## src/rtl/fifo_pkg.sv

```systemverilog
// Shared FIFO definitions: controller state codes, default
// geometry and the pointer-based full test used by both sides.
package fifo_pkg;

   localparam int DATA_WIDTH_DEF = 8;
   localparam int ADDR_WIDTH_DEF = 3;

   // Controller states, common to write and read controllers.
   localparam logic [1:0] ST_IDLE  = 2'd0;
   localparam logic [1:0] ST_HS    = 2'd1;
   localparam logic [1:0] ST_WRITE = 2'd2;

   // Pointers carry one wrap bit above the address bits.
   // Full: wrap bits differ, address bits equal.
   function automatic logic ptr_full(
      input logic [31:0] wp,
      input logic [31:0] rp,
      input int          aw
   );
      logic [31:0] diff;
      logic [31:0] lo_mask;
      logic [31:0] wrap_bit;
      diff     = wp ^ rp;
      wrap_bit = 32'd1 << aw;
      lo_mask  = wrap_bit - 32'd1;
      return ((diff & wrap_bit) != 32'd0) &&
             ((diff & lo_mask) == 32'd0);
   endfunction

endpackage

```

## src/rtl/fifo_write_port_if.sv

```systemverilog
// Producer/storage bundle of the FIFO write controller.
// master: producer + read-side pointer; slave: the controller.
interface fifo_write_port_if #(
   parameter int DATA_WIDTH = 8,
   parameter int ADDR_WIDTH = 3
);

   logic                  write_en;
   logic [DATA_WIDTH-1:0] data_in;
   logic [ADDR_WIDTH:0]   rd_ptr;
   logic                  ready;
   logic                  full;
   logic                  wr_en;
   logic [ADDR_WIDTH-1:0] wr_addr;
   logic [DATA_WIDTH-1:0] wr_data;
   logic [ADDR_WIDTH:0]   wr_ptr;

   modport master (
      output write_en,
      output data_in,
      output rd_ptr,
      input  ready,
      input  full,
      input  wr_en,
      input  wr_addr,
      input  wr_data,
      input  wr_ptr
   );

   modport slave (
      input  write_en,
      input  data_in,
      input  rd_ptr,
      output ready,
      output full,
      output wr_en,
      output wr_addr,
      output wr_data,
      output wr_ptr
   );

endinterface

```

## src/rtl/fifo_ptr_counter.sv

```systemverilog
// FIFO pointer: binary counter with wrap bit, shared by both sides.
// Ports: clk, rst (async high), inc (enable), count (pointer).
module fifo_ptr_counter #(
   parameter int WIDTH = 4
) (
   input  logic             clk,
   input  logic             rst,
   input  logic             inc,
   output logic [WIDTH-1:0] count
);

   // Wraps silently from all-ones to zero.
   always_ff @(posedge clk or posedge rst) begin
      if (rst) begin
         count <= '0;
      end else if (inc) begin
         count <= count + WIDTH'(1);
      end
   end

endmodule

```

## src/rtl/fifo_write_port.sv

```systemverilog
// FIFO write controller: level handshake capture, one-cycle commit.
// Ports: clk, rst (async high), bus (slave side of the write bundle).
module fifo_write_port
   import fifo_pkg::*;
#(
   parameter int DATA_WIDTH = DATA_WIDTH_DEF,
   parameter int ADDR_WIDTH = ADDR_WIDTH_DEF
) (
   input  logic               clk,
   input  logic               rst,
   fifo_write_port_if.slave   bus
);

   logic [1:0]            state;
   logic [1:0]            state_nxt;
   logic                  hold_load;
   logic [DATA_WIDTH-1:0] hold;
   logic [ADDR_WIDTH:0]   ptr;
   logic                  full_w;
   logic                  in_hs;
   logic                  in_write;

   assign in_hs    = (state == ST_HS);
   assign in_write = (state == ST_WRITE);

   assign full_w = ptr_full(32'(ptr), 32'(bus.rd_ptr),
                            ADDR_WIDTH);

   // Full only gates entry from Idle; occupancy cannot grow
   // behind our back once a transfer is under way.
   always_comb begin
      state_nxt = ST_IDLE;
      hold_load = 1'b0;
      unique case (state)
         ST_IDLE: begin
            if (bus.write_en && !full_w) begin
               state_nxt = ST_HS;
               hold_load = 1'b1;
            end
         end
         ST_HS: begin
            if (bus.write_en) begin
               state_nxt = ST_HS;
               hold_load = 1'b1;
            end else begin
               state_nxt = ST_WRITE;
            end
         end
         ST_WRITE: begin
            state_nxt = ST_IDLE;
         end
         default: begin
            state_nxt = ST_IDLE;
         end
      endcase
   end

   always_ff @(posedge clk or posedge rst) begin
      if (rst) begin
         state <= ST_IDLE;
      end else begin
         state <= state_nxt;
      end
   end

   // Last word seen with write_en high is the one committed.
   always_ff @(posedge clk or posedge rst) begin
      if (rst) begin
         hold <= '0;
      end else if (hold_load) begin
         hold <= bus.data_in;
      end
   end

   fifo_ptr_counter #(
      .WIDTH (ADDR_WIDTH + 1)
   ) u_wr_ptr (
      .clk   (clk),
      .rst   (rst),
      .inc   (in_write),
      .count (ptr)
   );

   assign bus.ready   = in_hs;
   assign bus.wr_en   = in_write;
   assign bus.full    = full_w;
   assign bus.wr_addr = ptr[ADDR_WIDTH-1:0];
   assign bus.wr_data = hold;
   assign bus.wr_ptr  = ptr;

endmodule
```

## src/flat_wrapper.sv

```systemverilog
// flat-port wrapper written by rule: the top's interface ports become plain ports
module fifo_write_port_flat import fifo_pkg::*;
#(
   parameter int DATA_WIDTH = DATA_WIDTH_DEF,
   parameter int ADDR_WIDTH = ADDR_WIDTH_DEF
)
  (clk, rst, bus_write_en, bus_data_in, bus_rd_ptr, bus_ready, bus_full, bus_wr_en, bus_wr_addr, bus_wr_data, bus_wr_ptr);
  fifo_write_port_if #(.DATA_WIDTH(DATA_WIDTH), .ADDR_WIDTH(ADDR_WIDTH)) bus_i ();
  input  logic clk;
  input  logic rst;
  input wire logic [$bits(bus_i.write_en)-1:0] bus_write_en;
  input wire logic [$bits(bus_i.data_in)-1:0] bus_data_in;
  input wire logic [$bits(bus_i.rd_ptr)-1:0] bus_rd_ptr;
  output wire logic [$bits(bus_i.ready)-1:0] bus_ready;
  output wire logic [$bits(bus_i.full)-1:0] bus_full;
  output wire logic [$bits(bus_i.wr_en)-1:0] bus_wr_en;
  output wire logic [$bits(bus_i.wr_addr)-1:0] bus_wr_addr;
  output wire logic [$bits(bus_i.wr_data)-1:0] bus_wr_data;
  output wire logic [$bits(bus_i.wr_ptr)-1:0] bus_wr_ptr;
  assign bus_i.write_en = bus_write_en;
  assign bus_i.data_in = bus_data_in;
  assign bus_i.rd_ptr = bus_rd_ptr;
  assign bus_ready = bus_i.ready;
  assign bus_full = bus_i.full;
  assign bus_wr_en = bus_i.wr_en;
  assign bus_wr_addr = bus_i.wr_addr;
  assign bus_wr_data = bus_i.wr_data;
  assign bus_wr_ptr = bus_i.wr_ptr;
  fifo_write_port #(.DATA_WIDTH(DATA_WIDTH), .ADDR_WIDTH(ADDR_WIDTH)) u_core (.clk(clk), .rst(rst), .bus(bus_i));
endmodule
```

## config.mk

```make
export PLATFORM = sky130hd
export DESIGN_NAME = fifo_write_port_flat
export DESIGN_NICKNAME = d
export VERILOG_FILES = /design/src/rtl/fifo_pkg.sv /design/src/rtl/fifo_write_port_if.sv /design/src/rtl/fifo_ptr_counter.sv /design/src/rtl/fifo_write_port.sv /design/src/flat_wrapper.sv
export SDC_FILE = /design/constraint.sdc
export NUM_CORES = 1
export LEC_CHECK = 0
export ABC_AREA = 1
export CORE_AREA = 2 2 40 69
export DETAILED_ROUTE_END_ITERATION = 6
export DIE_AREA = 0 0 42 71
export GPL_TIMING_DRIVEN = 0
export SYNTH_ARGS = -nofsm -noshare
export SYNTH_HDL_FRONTEND = slang
export SYNTH_SLANG_ARGS = --single-unit
```

## constraint.sdc

```tcl
create_clock -name clk -period 1.4 [get_ports clk]
set_clock_uncertainty 0.15 [all_clocks]
set_input_delay 0.14 -clock clk [delete_from_list [all_inputs] [get_ports clk]]
set_output_delay 0.14 -clock clk [all_outputs]
set_load 0.02 [all_outputs]
```

# [Word-level counts from Yosys, hierarchy flattened]
# Index checks and enable logic that the tools add are counted.
[op_classes] bitwise=1 mux=6 n_reduce_logical=5 addsub=1 n_eq_ne=2
[op_table] operator="32-bit zero test" n=1
[op_table] operator="4-bit by 1-bit adder with 4-bit output, second input constant" n=1
[op_table] operator="2-bit case mux with 2 select lines" n=1
[op_table] operator="4-bit bitwise XOR" n=1
[op_table] operator="1-bit 2-to-1 mux" n=3
[op_table] operator="2-bit by 1-bit equality test with 1-bit output, second input constant" n=1
[op_table] operator="2-bit equality test, second input constant" n=1
[op_table] operator="1-bit logical AND" n=2
[op_table] operator="2-bit zero test" n=1
[op_table] operator="2-bit 2-to-1 mux" n=1
[op_table] operator="1-bit case mux with 2 select lines" n=1
[op_table] operator="1-bit zero test" n=1
[word_totals] input_bits=15 word_cells=18 out_inout_bits=18 regBits=14

# [Longest topological paths before layout]
[depth] ltp_word=7 ltp_mapped=8

# [By module]
# From an unflattened synthesis, not the netlist that was laid out.
[unflattened] hier_cells=91 hier_area_um2=737.0
[modules_own_cells] module="fifo_write_port" instances=1 area_per_inst_um2=553.0 seq_area_each_um2=250.2 cells_per_inst=71
[modules_own_cells] module="fifo_ptr_counter" instances=1 area_per_inst_um2=183.9 seq_area_each_um2=100.1 cells_per_inst=20

# [Worst setup path before layout]
# OpenSTA, ideal clock, no wires.
[synth_path] path_kind="flip-flop to output port" start="reg u_core.u_wr_ptr.count[1]" end="out bus_full" t_arrival_ps=1444 slack_ps=-334 stages_incl_launch_ff=5 cell_sequence="dfrtp_1 -> inv_1 -> nand2_1 -> nand2_1 -> nor4_1"
[synth_between] elab_chain_cells=3
[synth_lines] element="start, declared" line="fifo_ptr_counter.sv:9" source="output logic [WIDTH-1:0] count"
[synth_lines] element="start signal, assigned" line="fifo_ptr_counter.sv:17" source="count <= count + WIDTH'(1);"
[synth_lines] element="4-bit bitwise XOR" line="fifo_pkg.sv:23" source="diff = wp ^ rp;"
[synth_lines] element="32-bit zero test" line="fifo_pkg.sv:27" source="((diff & lo_mask) == 32'd0);"
[synth_lines] element="1-bit logical AND" line="fifo_pkg.sv:26" source="return ((diff & wrap_bit) != 32'd0) &&"
[synth_lines] element="end, declared" line="flat_wrapper.sv:15" source="output wire logic [$bits(bus_i.full)-1:0] bus_full;"
# Every way passes these cells.

# [Worst setup path in the final report]
[layout_path] start="reg u_core.u_wr_ptr.count[2]" end="out bus_full"
# The elaborated chain is that of the path after synthesis.

==> flow_summary.json <==
{
  "status": "finished, violations left",
  "violations": "setup timing",
  "antenna_found_initial": 0,
  "htreeDepth": 1,
  "first_iter_violations": 12,
  "period_needed_ns": 1.56,
  "syn_inst": 84,
  "hold_violations": 0,
  "ioPinCount": 33,
  "synth_cell_types": 17,
  "syn_to_final_growth_pct": 76.0,
  "grt_pass1_wl_mm": 3.16,
  "fin_ws_ns": -0.156,
  "required_ns": 1.11,
  "wl_per_cell_um": 11.5,
  "path_clk_slew_ns": 0.05,
  "grt_max_degree": 15,
  "dr.pass1.iters": 4,
  "fin_util": 0.516,
  "ant_nets": 0,
  "dp_hpwl_mm": 1.21,
  "antenna_cells": 0,
  "grtUsageTotal": 0.139,
  "vias": 711,
  "finalNonFillerCells": 160,
  "gr-total-overflow": 0,
  "gp_congestion": 0.831,
  "setup_violations": 11,
  "nNetsFinal": 151,
  "cp-start-kind": "flip-flop",
  "fp-row-count": 24,
  "cts_inserted_buffers": 3,
  "ir_drop_mv": 0.619,
  "routed_via_density": 4.44,
  "dpl.cell_count": 142,
  "drive_gt1_frac": 0.403,
  "yosysWarnings": 0,
  "die_h_um": 71,
  "worst_pin_slew_ns": 0.548,
  "io_buffers": 32,
  "finalInstanceArea_um2": 1250,
  "syn-cell-area_um2": 713,
  "slew_headroom": 0.634,
  "cp_data_arrival_time_ns": 1.27,
  "slew_violations": 0,
  "critPathMaxFanout": 4,
  "final_common_cell": "buf_4",
  "finalCritPeriodShare": 1.11,
  "drv_cap": 0,
  "synth_nets": 100,
  "power_w": 0.00221,
  "power.density_nw_per_um2": 1760,
  "final_cell_mix": "buf_4 (18), nand2_2 (15), nand2_1 (15)",
  "fmax_ghz": 0.643,
  "avgSynthCellArea_um2": 8.49,
  "ys_seq_area_frac": 0.491,
  "ys_seq_elements": 14,
  "ctsLongestPathBuffers": 2,
  "reg2reg_slack_ns": -0.09,
  "hold_path.class": "in -> async",
  "drt_wl_total_mm": 1.84,
  "cp-end-kind": "output port",
  "die_x_um": 42,
  "rsz0062_at_grt": "yes",
  "core_area_um2": 2430,
  "drc": 0,
  "cts_sinks": 14,
  "die-area_um2": 2980,
  "start_util": 0.293,
  "placed_cell_area_um2": 1080,
  "cts-root-buf": "clkbuf_8",
  "ctsHoldBuffers": 0,
  "path_class": "reg -> out",
  "cts_tree": "done",
  "p_leak_nw": 0.653,
  "clk_latency_ns": 0.25,
  "grt_pass1_vias": 716
}
final timing paths:
path,from,end,cells past startpoint
worst min-delay path,rst,u_core.bus.wr_data[2],2
max in group asynchronous,rst,u_core.u_wr_ptr.count[0],2
worst min register to register,u_core.bus.wr_data[6],u_core.bus.wr_data[6],2
min in group clk,bus_data_in[5],u_core.bus.wr_data[5],3
worst max-delay path,u_core.u_wr_ptr.count[2],bus_full,5
worst max register to register,u_core.u_wr_ptr.count[2],u_core.u_wr_ptr.count[2],7
flip-flops by register name, summed over array words and instances, names as in the netlist:
signal	cells
u_core.bus.wr_data	8
u_core.state	2
u_core.u_wr_ptr.count	4
per-layer routing:
layer  vias up  share of wire  wire (um)  track usage
li1        358              -          -            -
met1       318           0.35        650        0.145
met2        28           0.54        989        0.252
met3         7          0.071        131       0.0179
met4         0          0.036         66       0.0896
met5         -              0          0            0
cells in the mapped netlist:
cell | n | area share
inv_2 | 2 | 0.011
ha_1 | 1 | 0.018
inv_1 | 11 | 0.058
nand2_4 | 1 | 0.016
nor2_4 | 2 | 0.032
nand2_2 | 4 | 0.035
buf_4 | 3 | 0.032
nor4_1 | 1 | 0.0088
xor2_1 | 3 | 0.037
dfrtp_1 | 14 | 0.49
nand2_1 | 27 | 0.14
nand3_4 | 1 | 0.025
nor2_1 | 2 | 0.011
nor3_1 | 1 | 0.0070
nor2_2 | 1 | 0.0088
o21ai_0 | 1 | 0.0070
nand3_1 | 9 | 0.063
critical path: stages (launching register included):
cell and delay (ns):
dfrtp_1 0.41, inv_2 0.06, nand2_2 0.07, nand2_4 0.06
nor4_4 0.24, buf_4 0.17
final cells by class:
type	count	area, um^2
Buffer	3	22.5
Multi-Input combinational cell	56	370
Clock buffer	4	45.0
Timing Repair Buffer	44	384
Fill cell	249	1180
Sequential cell	14	352
Tap cell	26	32.5
Inverter	13	48.8
cells by family after synthesis:
| logic type | synth area share |
|---|---|
| compound gates | 0.00701 |
| xor+xnor | 0.0368 |
| fa+ha+maj | 0.0175 |
| buf+inv | 0.100 |
| flops | 0.491 |
| simple gates | 0.347 |
power breakdown:
part	internal [W]	total, W	switching, W
registers	0.000520	0.000618	0.0000988
clock network	0.000201	0.000337	0.000136
logic	0.000597	0.00125	0.000657
total	0.00132	0.00221	0.000891
stage by stage:
step	TNS, ns	hold WS, ns	worst slack (ns)
floorplan	0	-0.121	0.00167
CTS	-0.554	0.109	-0.154
global placement	-2.48	0.303	-0.603
detailed placement	-2.70	0.315	-0.623
global route	-1.68	0.157	-0.212
finish	-0.752	0.0789	-0.156
what timing repair did:
item / CTS / global route
pin swaps: 6 / 5
setup buffers: 11 / 1
gates resized for setup: 45 / 16
setup endpoints to repair: 27 / 16
gates cloned: 2 / 0
(Power assumes the default switching activity.)
